File: src/rtl/wb_arb_pkg.sv
// Shared types for the two-master Wishbone arbiter.
// State encodings, grant codes and the abort read-data default.
package wb_arb_pkg;

  typedef enum logic [1:0] {
    IDLE = 2'd0,
    OWN0 = 2'd1,
    OWN1 = 2'd2
  } state_t;

  localparam logic [1:0] GRANT_NONE = 2'b00;
  localparam logic [1:0] GRANT_M0   = 2'b01;
  localparam logic [1:0] GRANT_M1   = 2'b10;

  localparam logic [31:0] ERR_DATA_DEF = 32'hDEAD_BEEF;

endpackage

File: src/rtl/wb_arb_watchdog.sv
// Stall watchdog: counts owner strobes without ack and
// raises a one-cycle abort when the limit is reached.
module wb_arb_watchdog
  import wb_arb_pkg::*;
#(
  parameter int TIMEOUT = 255,
  parameter int TW      = 8
) (
  input  logic clk,
  input  logic rst,
  input  logic busy,
  input  logic stb,
  input  logic ack,
  output logic abort
);

  localparam logic [TW-1:0] LIMIT = TW'(TIMEOUT - 1);

  logic [TW-1:0] cnt_q;

  // Abort fires in the stalled cycle that completes TIMEOUT.
  assign abort = busy & stb & ~ack & (cnt_q == LIMIT);

  always_ff @(posedge clk) begin
    if (rst || !busy || ack || abort) begin
      cnt_q <= '0;
    end else if (stb) begin
      cnt_q <= cnt_q + TW'(1);
    end
  end

endmodule

File: src/rtl/wishbone_2mst_arbiter.sv
// Round-robin 2-master Wishbone arbiter, burst-granular ownership.
// Optional stall watchdog enabled by `define WB_ARB_TIMEOUT_EN.
module wishbone_2mst_arbiter
  import wb_arb_pkg::*;
#(
  parameter int          TIMEOUT  = 255,
  parameter int          TW       = 8,
  parameter logic [31:0] ERR_DATA = ERR_DATA_DEF
) (
  input  logic        wb_clk_i,
  input  logic        wb_rst_i,
  input  logic        m0_cyc_i,
  input  logic        m0_stb_i,
  input  logic        m0_we_i,
  input  logic [31:0] m0_adr_i,
  input  logic [31:0] m0_dat_i,
  input  logic [3:0]  m0_sel_i,
  output logic [31:0] m0_dat_o,
  output logic        m0_ack_o,
  input  logic        m1_cyc_i,
  input  logic        m1_stb_i,
  input  logic        m1_we_i,
  input  logic [31:0] m1_adr_i,
  input  logic [31:0] m1_dat_i,
  input  logic [3:0]  m1_sel_i,
  output logic [31:0] m1_dat_o,
  output logic        m1_ack_o,
  output logic        s_cyc_o,
  output logic        s_stb_o,
  output logic        s_we_o,
  output logic [31:0] s_adr_o,
  output logic [31:0] s_dat_o,
  output logic [3:0]  s_sel_o,
  input  logic [31:0] s_dat_i,
  input  logic        s_ack_i,
  output logic [1:0]  grant_o,
  output logic        err_o
);

  state_t state_q, state_d;
  logic   last_q, last_d;
  logic   own0, own1;
  logic   abort;

  logic        o_cyc, o_stb, o_we;
  logic [31:0] o_adr, o_dat;
  logic [3:0]  o_sel;

  always_ff @(posedge wb_clk_i) begin
    if (wb_rst_i) begin
      state_q <= IDLE;
      last_q  <= 1'b1;
    end else begin
      state_q <= state_d;
      last_q  <= last_d;
    end
  end

  // last = 1 means m1 was granted most recently.
  always_comb begin
    state_d = state_q;
    last_d  = last_q;
    unique case (state_q)
      IDLE: begin
        if (m0_cyc_i && (!m1_cyc_i || last_q)) begin
          state_d = OWN0;
          last_d  = 1'b0;
        end else if (m1_cyc_i) begin
          state_d = OWN1;
          last_d  = 1'b1;
        end
      end
      OWN0: if (!m0_cyc_i) state_d = IDLE;
      OWN1: if (!m1_cyc_i) state_d = IDLE;
      default: state_d = IDLE;
    endcase
  end

  assign own0 = (state_q == OWN0);
  assign own1 = (state_q == OWN1);

  always_comb begin
    grant_o = GRANT_NONE;
    unique case (1'b1)
      own0:    grant_o = GRANT_M0;
      own1:    grant_o = GRANT_M1;
      default: grant_o = GRANT_NONE;
    endcase
  end

  always_comb begin
    o_cyc = 1'b0;
    o_stb = 1'b0;
    o_we  = 1'b0;
    o_adr = '0;
    o_dat = '0;
    o_sel = '0;
    unique case (1'b1)
      own0: begin
        o_cyc = m0_cyc_i;
        o_stb = m0_stb_i;
        o_we  = m0_we_i;
        o_adr = m0_adr_i;
        o_dat = m0_dat_i;
        o_sel = m0_sel_i;
      end
      own1: begin
        o_cyc = m1_cyc_i;
        o_stb = m1_stb_i;
        o_we  = m1_we_i;
        o_adr = m1_adr_i;
        o_dat = m1_dat_i;
        o_sel = m1_sel_i;
      end
      default: ;
    endcase
  end

`ifdef WB_ARB_TIMEOUT_EN
  wb_arb_watchdog #(
    .TIMEOUT (TIMEOUT),
    .TW      (TW)
  ) u_wdog (
    .clk   (wb_clk_i),
    .rst   (wb_rst_i),
    .busy  (o_cyc),
    .stb   (o_stb),
    .ack   (s_ack_i),
    .abort (abort)
  );
`else
  wire unused_cfg = (TIMEOUT > 0) && (TW > 0);
  assign abort = 1'b0;
`endif

  // o_* are already zero in IDLE, which gates cyc/stb.
  assign s_cyc_o = o_cyc;
  assign s_stb_o = o_stb & ~abort;
  assign s_we_o  = o_we;
  assign s_adr_o = o_adr;
  assign s_dat_o = o_dat;
  assign s_sel_o = o_sel;

  assign m0_ack_o = own0 & (s_ack_i | abort);
  assign m1_ack_o = own1 & (s_ack_i | abort);
  assign m0_dat_o = own0 ? (abort ? ERR_DATA : s_dat_i) : '0;
  assign m1_dat_o = own1 ? (abort ? ERR_DATA : s_dat_i) : '0;

  assign err_o = abort;

endmodule

File: config.mk
export PLATFORM = sky130hd
export DESIGN_NAME = wishbone_2mst_arbiter
export DESIGN_NICKNAME = d
export VERILOG_FILES = /design/src/rtl/wb_arb_pkg.sv /design/src/rtl/wb_arb_watchdog.sv /design/src/rtl/wishbone_2mst_arbiter.sv
export SDC_FILE = /design/constraint.sdc
export NUM_CORES = 1
export LEC_CHECK = 0
export ABC_AREA = 1
export CORE_AREA = 4 4 121 123
export CTS_CLUSTER_DIAMETER = 200
export DETAILED_ROUTE_END_ITERATION = 6
export DIE_AREA = 0 0 125 127
export SYNTH_ARGS = -nofsm -noshare
export SYNTH_HDL_FRONTEND = slang
export SYNTH_SLANG_ARGS = --single-unit
File: constraint.sdc
create_clock -name wb_clk_i -period 1.8 [get_ports wb_clk_i]
set_input_delay 0.18 -clock wb_clk_i [delete_from_list [all_inputs] [get_ports wb_clk_i]]
set_output_delay 0.18 -clock wb_clk_i [all_outputs]
set_load 0.02 [all_outputs]
**After elaboration in Yosys (flattened, before gate mapping)**

Index checks and enable logic that the tools add are counted.
W data, S select, Z words.

- $add $sub $neg: 0
- Multiply operators: 0
- Div/mod/pow operators: 0
- $lt $le $gt $ge: 0
- Equality and inequality tests: 5
- Shift operators: 0
- Multiplexer cells: 16
- Bitwise gates (word level): 2
- Reductions and logical operators: 7

Operators with widths:

| cell | count |
|---|---|
| $pmux W32 S2 | 2 |
| $mux W32 | 2 |
| $mux W2 | 4 |
| $pmux W4 S2 | 1 |
| $pmux W1 S2 | 3 |
| $pmux W2 S3 | 1 |
| $ne A2 B2 Y1 const B | 2 |
| $pmux W2 S2 | 1 |
| $ne A3 B3 Y1 const B | 1 |
| $reduce_and A3 Y1 | 1 |
| $and A1 B1 Y1 | 2 |
| $eq A2 B1 Y1 const B | 1 |
| $eq A2 B2 Y1 const B | 1 |
| $logic_not A2 Y1 | 1 |
| $mux W1 | 2 |
| $reduce_and A2 Y1 | 1 |
| $reduce_bool A2 Y1 | 1 |
| $logic_and A1 B1 Y1 | 1 |
| $logic_not A1 Y1 | 1 |
| $logic_or A1 B1 Y1 | 1 |

- Register bits: 3
- Bits in latches: 0
- Bits in writable memories: 0
- Bits in read-only memories: 0
- Bits of input ports: 177
- Output and inout bits: 140
- Word-level logic and storage cells: 32
- Memories: 0

**Longest topological paths before layout**

Gate-level depths: netlist of run 1.

- Word-level depth: 5
- Mapped depth: 10
- Mapped depth without buffers: 9

**Worst setup path after synthesis of run 1**

No wires, ideal clock.

- Kind: register to output
- Start: register state_q[0]
- End: output port s_adr_o[0]
- Arrival: 1,320 ps
- Setup slack: 300 ps
- Cell stages (with the launch flop): 8
- Buffers on the path: 3
- Cell sequence: dfxtp_1 -> inv_1 -> ha_1 -> buf_2 -> buf_6 -> buf_6 -> nand2_1 -> a21oi_1

- Longest elaborated chain between the ends: 2
- Elaborated cells between the ends (all ways): 3
- Classes of those cells: 2 x eq/ne; 1 x mux

Ends and longest elaborated chain:

| element | RTL line | RTL |
|---|---|---|
| from (decl) | wishbone_2mst_arbiter.sv:40 | `state_t state_q, state_d;` |
| from (signal assigned) | wishbone_2mst_arbiter.sv:54 | `state_q <= state_d;` |
| $eq A2 B2 Y1 / $eq A2 B1 Y1 (equally long branches) | wishbone_2mst_arbiter.sv:80, wishbone_2mst_arbiter.sv:79 |  |
| $pmux W32 S2 (*) | wishbone_2mst_arbiter.sv:98 | `unique case (1'b1)` |
| to (decl) | wishbone_2mst_arbiter.sv:31 | `output logic [31:0] s_adr_o,` |

Every way passes the cells marked *; elsewhere a longest branch is shown, timed or not.

**Final worst setup path of run 1**

- Start: register state_q[1]
- End: output port s_dat_o[12]

- Longest elaborated chain between the ends: 2
- Elaborated cells between the ends (all ways): 3
- Classes of those cells: 2 x eq/ne; 1 x mux

Ends and longest elaborated chain:

| element | RTL line | RTL |
|---|---|---|
| $eq A2 B2 Y1 / $eq A2 B1 Y1 (equally long branches) | wishbone_2mst_arbiter.sv:80, wishbone_2mst_arbiter.sv:79 |  |
| $pmux W32 S2 (*) | wishbone_2mst_arbiter.sv:98 |  |
| to (decl) | wishbone_2mst_arbiter.sv:32 | `output logic [31:0] s_dat_o,` |

Marks and branches as above.

==> results.yml, run 1 <==
drt:
  wl_met1_mm: 5.50
  post_drt_via_cell_ratio: 3.96
  drt-initial-drc-count: 74
  average_wire_length_per_cell_after_detail_routing_um: 14.9
  drc_errors: 0
  met2_routed_length_mm: 7.15
  final_antenna_net_count: 0
  drt_pass1_iterations: 4
  wl_met3_mm: 1.12
  drt-total-wl_mm: 13.9
  maxUsedRoutingLayer: "met4"
  num_vias: 3707
synthesis:
  synth.cell_area_sq_um: 1830
  synth_top_family_by_area: "simple AND/OR/NAND/NOR gates"
  yosys.area_share.simple_pct: 46.3
  yosys.area_share.adder_pct: 3.41
  netlist_top_cells_area: "nand2_1, a21oi_1, inv_1"
  synth_warnings: 0
  post_synth_xor_area_fraction_pct: 0
  synth_cells: 412
  synth_area_in_compound_gates_pct: 19.9
  synth.ff_latch_count: 3
  netlist.top_cell.by_area: "nand2_1"
  postSynthAreaPerCell_sq_um: 4.45
  synth_largest_type_area_fraction_pct: 44.4
  synth.distinct_cells: 14
  yosysSeqAreaShare_pct: 3.28
  synth_fp_nets: 594
  post_synth_mux_area_share_pct: 0
die:
  die_area_sq_um: 15900
  die_y_um: 127
  initial_core_utilization_pct: 13.4
  rows: 43
  die_width_um: 125
  top_level_ports: 317
  core_area_sq_um: 13700
clock_network:
  cts-buffers-inserted: 3
  tritoncts_clock_tree: "yes"
  clock_tree.htree_level_count: 1
  max-clock-path-buffers: 2
  clock-root-buffer: "clkbuf_16"
  postCtsHoldBufs: 0
  worst_setup_hold_path_clk_slew_ps: 30
  worst_skew_pair.late_latency_ps: 230
  tritoncts_num_sinks: 3
global_routing:
  grt_antenna_before_repair: 0
  vias_in_the_first_global_route: 3618
  grt_first_pass_wirelength_mm: 19.6
  gr-usage-all-layers_pct: 15.2
  maximum_number_of_pins_on_one_net_before_global_route_repair: 33
  global_route.overflow_total: 0
setup_path:
  slowest_stage: "dfxtp_2"
  cell_chain_of_the_critical_path: "inv_2 > ha_4 > buf_12 > buf_6 > nand2_1 > a21oi_1 > buf_2"
  crit_path_max_fanout: 8
  end_kind: "output port"
  worst-endpoint-arrival_ps: 1570
  cpPeakStageDelay_ps: 320
  critPathKind: "register to output port"
  worst_ep_required_time_ps: 1620
  crit_path_start_kind: "register"
place:
  detailed_place_hpwl_mm: 9.94
  buffer_ports.inserted: 315
  place_congestion: 0.819
power:
  powerDensity_nw_per_um2: 933
  leakage_power_summed_over_all_cells_uw: 0.00284
  ir_drop_uv: 517
final_layout:
  num-nets-final: 938
  synth_to_final_area_change_pct: 204
  layout-drive-gt1-share_pct: 29.0
  n_antenna_cell: 0
timing:
  period_needed_ps: 1750
  timing.clock.skew_ps: 2.02
  whs_ps: 515
  fin_tns_setup_ps: 0
  setup_violations: 0
  fin_crit_sh_pct: 97.3
  unrepaired_setup_endpoints_after_global_routing: "true"
  slew_violations: 0
  final_hold_viol_count: 0
  max_freq_mhz: 571
worst_hold_path:
  hold_path.class: "input port to register"
outcome:
  outcome: "finished, final reports clean"
flow_run:
  max-cap-violations: 0
[logic make-up after synthesis]
kind of cell | count (synthesis)
buffers and inverters | 105
other | 1
AO/OA/AOI/OAI | 73
adder cells (fa/ha/maj) | 5
flip-flops | 3
AND/OR/NAND/NOR | 225
[state kept, by name, indices dropped and copies added (netlist names)]
name / cells
state_q: 2
last_q: 1
[final timing paths]
path	startpoint	endpoint	slack (ps)	cells past startpoint
worst max-delay path	state_q[1]	s_dat_o[12]	50	7
worst min-delay path	wb_rst_i	state_q[1]	520	2
worst max register to register	state_q[1]	state_q[1]	390	10
worst min register to register	last_q	last_q	530	2
[where the power goes]
group | switching, uW | internal (uW) | leakage (uW) | total (uW)
Combinational | 2530 | 2200 | 0.00278 | 4730
Clock | 69.0 | 293 | 0.0000382 | 362
Sequential | 14.3 | 88.8 | 0.0000255 | 103
Total | 2610 | 2580 | 0.00284 | 5200
[metal layers]
layer  global-route usage (%)  up-vias
met4                     2.30        0
met2                     29.2      182
met3                     4.06       11
met5                        0        -
li1                         -     1905
met1                     17.1     1609
[cells in the mapped netlist]
cell and number:
o21ai_0 2, buf_2 13, inv_2 1, inv_1 72, nor2_1 7, clkbuf_1 7
conb_1 1, buf_4 2, nand2_1 217, nand3b_1 1, buf_6 10, a21oi_1 71
dfxtp_1 3, ha_1 5
[area by class of cell]
type / count / area, sq um
clock buffers: 4 / 78.8
fillers: 1507 / 8100
inverters: 73 / 277
multi-input cells: 304 / 1400
flip-flops and latches: 3 / 62.6
well taps: 180 / 225
repair buffers: 371 / 3520
[cells in the final DEF (no fill, tap or decap)]
cell / netlist / layout
clkdlybuf4s50_1: 0 / 178
conb_1: 1 / 1
a21oi_2: 0 / 22
o21ai_0: 2 / 2
inv_2: 1 / 2
buf_4: 2 / 87
a21oi_1: 71 / 49
nor2_1: 7 / 7
ha_4: 0 / 3
clkdlybuf4s15_2: 0 / 25
inv_1: 72 / 70
buf_2: 13 / 33
buf_12: 0 / 8
buf_6: 10 / 9
clkbuf_1: 7 / 1
dfxtp_1: 3 / 1
buf_16: 0 / 6
nand3b_1: 1 / 1
clkbuf_2: 0 / 15
nand2_1: 217 / 217
ha_1: 5 / 2
inv_4: 0 / 1
clkdlybuf4s15_1: 0 / 3
dfxtp_2: 0 / 2
clkbuf_16: 0 / 6
dlygate4sd2_1: 0 / 4
[critical path, delay by kind of cell (launching register included)]
kind,cells,cell delay (ps)
adders and majority gates,1,230
DFF,1,320
buffers and inverters,4,600
and+or+nand+nor,1,60
AOI/OAI and AO/OA,1,140
[through the flow]
step	setup slack (ps)	instances	power, uW	utilization [%]	area [sq um]
3_5_place_dp	-172	911	4320	39.3	5380
4_1_cts	-27.8	925	4910	39.6	5420
3_3_place_gp	-170	911	4330	39.3	5380
5_1_grt	-31.7	935	5580	40.7	5570
6_report	47.9	935	5200	40.7	5570
2_1_floorplan	300	412	2140	-	1830
[what timing repair did]
| item | CTS | global route |
|---|---|---|
| buffers inserted | 5 | 7 |
| pin swaps | 2 | 4 |
| cloned | 5 | 4 |
| setup endpoints to repair | 137 | 119 |
| gates resized for setup | 471 | 119 |
Note: power is estimated with default switching activity, not from simulation.
==> inputs of run 2 (changes only) <==
==> constraint.sdc (replaced) <==
create_clock -name wb_clk_i -period 1.8 [get_ports wb_clk_i]
set_input_delay 0.18 -clock wb_clk_i [delete_from_list [all_inputs] [get_ports wb_clk_i]]
set_output_delay 0.18 -clock wb_clk_i [all_outputs]
set_load 0.005 [all_outputs]
==> run 2 against run 1 <==
Final cell count up 2.6%. Setup slack worse by 47 ps. Routed wire length fell by 2.6%. Clock skew shrank 0.99 ps. Global-route usage up 0.21 points. Worst hold slack got worse by 5.7 ps. Largest cell class unchanged.
==> results.yml, run 2 (synthesized netlist as in run 1, its figures left out) <==
setup_path:
  reg2reg_to: "state_q[1]"
  cp_endpoint: "s_adr_o[7]"
  crit_path_max_fanout: 6
  crit_path_start_kind: "register"
  path_delay_family: "buffers and inverters"
  critical_path_depth: 10
  slowest_stage: "dfxtp_2"
  critPathKind: "register to output port"
  cp-startpoint: "state_q[0]"
  worst-endpoint-arrival_ps: 1620
  minimum_setup_slack_among_reg_to_reg_paths_ps: 270
  worstPathBufferInverterCount: 7
  end_kind: "output port"
  critPathMostFrequentCell: "buf_12"
  cpPeakStageDelay_ps: 340
  cell_chain_of_the_critical_path: "inv_2 > buf_6 > ha_4 > buf_12 > buf_12 > buf_16 > buf_8 > nand2_4 > a21oi_2 > buf_2"
  r2r.worst_path.cells: 12
  regToRegStartpoint: "state_q[0]"
  worst_ep_required_time_ps: 1620
timing:
  fin_tns_setup_ps: 0
  timing.clock.skew_ps: 1.03
  max_freq_mhz: 556
  fin_crit_sh_pct: 99.9
  period_needed_ps: 1800
  final_hold_viol_count: 0
  unrepaired_setup_endpoints_after_global_routing: "true"
  final_critical_path_setup_slack_ps: 1.30
  setup_violations: 0
  slew_violations: 0
die:
  die_y_um: 127
  core_area_sq_um: 13700
  top_level_ports: 317
  die_width_um: 125
  die_area_sq_um: 15900
  rows: 43
  initial_core_utilization_pct: 13.4
final_layout:
  post-route-cell-area_sq_um: 5850
  max_ffs_per_register: 2
  synth_to_final_area_change_pct: 219
  layout-drive-gt1-share_pct: 30.1
  largestRegisters: "state_q: 2 flops, last_q: 1 flops"
  layout_commonest_cell: "nand2_1"
  number_of_non_filler_instances_in_the_completed_layout: 959
  final_cell_mix: "nand2_1, clkdlybuf4s50_1, inv_1"
  layout.core_utilization_pct: 42.8
  num-nets-final: 961
  register_with_the_most_flip_flops: "state_q"
power:
  pwr-share-comb_pct: 90.3
  p_sw_share_pct: 43.5
  powerDensity_nw_per_um2: 808
  power_switching_uw: 2050
  pwr-share-clk_pct: 7.5
  leakage_power_summed_over_all_cells_uw: 0.00319
  seqPwrFrac_pct: 2.2
  internal_pwr_total_uw: 2670
  ir_drop_uv: 502
clock_network:
  clock-root-buffer: "clkbuf_16"
  clock_tree.htree_level_count: 1
  cts-buffers-inserted: 3
  worst_skew_pair.late_latency_ps: 220
  tritoncts_clock_tree: "yes"
  postCtsHoldBufs: 0
  tritoncts_num_sinks: 3
  max-clock-path-buffers: 2
  worst_setup_hold_path_clk_slew_ps: 30
global_routing:
  vias_in_the_first_global_route: 3705
  grt_first_pass_wirelength_mm: 20.0
  gr-usage-all-layers_pct: 15.4
  grt.met3_usage_pct: 4.18
  grt_use_met1_pct: 17.7
  global_route.overflow_total: 0
  grt_antenna_before_repair: 1
  maximum_number_of_pins_on_one_net_before_global_route_repair: 26
  use_met2_pct: 29.2
  top_usage_layer: "met2"
drt:
  num_vias: 3796
  average_wire_length_per_cell_after_detail_routing_um: 14.1
  drt_pass1_iterations: 4
  drt-total-wl_mm: 13.5
  post_drt_via_cell_ratio: 3.96
  drt-initial-drc-count: 72
  final_antenna_net_count: 0
  drc_errors: 0
place:
  post-place-cells: 906
  buffer_ports.inserted: 315
  post_dp_cell_area_sq_um: 5340
  place_congestion: 0.840
  detailed_place_hpwl_mm: 9.90
  preCtsSetupSlack_ps: -72.7
outcome:
  outcome: "finished, final reports clean"
flow_run:
  max-cap-violations: 0
worst_hold_path:
  hold_path.class: "input port to register"
[run 2: power by group through the flow]
stage / registers (uW) / logic, uW / clock network, uW
6_report: 102 / 4270 / 357
5_1_grt: 105 / 4650 / 369
4_1_cts: 100 / 4250 / 367
3_5_place_dp: 94.5 / 3560 / 0
3_3_place_gp: 93.6 / 3570 / 0
2_1_floorplan: 96.7 / 1420 / 0
[run 2: worst min path at each step]
stage	from	endpoint	cells past startpoint
after global placement	last_q	last_q	2
after CTS	wb_rst_i	state_q[1]	2
after global routing	wb_rst_i	state_q[1]	2
after detailed placement	last_q	last_q	2
after floorplan	wb_rst_i	state_q[1]	1
final	wb_rst_i	state_q[1]	2
[run 2: repair_timing]
action / 4_1_cts / 5_1_grt
buffers inserted: 32 / 17
endpoints found under the hold margin: 0 / 0
endpoints found under the setup margin: 137 / 93
gates cloned: 7 / 0
pin swaps: 11 / 16
gates resized for setup: 335 / 151
[run 2: per-layer routing]
metal | share of wire, % | up-vias | wire length, um
met4 | 0.98 | 0 | 132
met5 | 0 | - | 0
met2 | 53 | 184 | 7120
li1 | - | 1951 | -
met3 | 8.4 | 8 | 1130
met1 | 38 | 1653 | 5150
[run 2: cell type report]
| type | instances | area, sq um |
|---|---|---|
| multi-input combinational | 304 | 1520 |
| clock buffer | 4 | 78.8 |
| fill | 1462 | 7820 |
| tap | 180 | 225 |
| timing repair buffer | 394 | 3680 |
| sequential | 3 | 62.6 |
| inverter | 73 | 277 |
| antenna | 1 | 2.50 |
[run 2: stage by stage]
step / hold WS, ps / power, uW
final: 510 / 4730
after detailed placement: 515 / 3660
after global placement: 507 / 3670
after global routing: 551 / 5120
after floorplan: 252 / 1510
after CTS: 515 / 4720
[run 2: worst reg2reg max path: cells and delay by family (launching register included)]
kind	cells	cell delay, ps
adders and majority gates	1	160
buffers and inverters	5	540
DFF	1	340
and+or+nand+nor	6	370
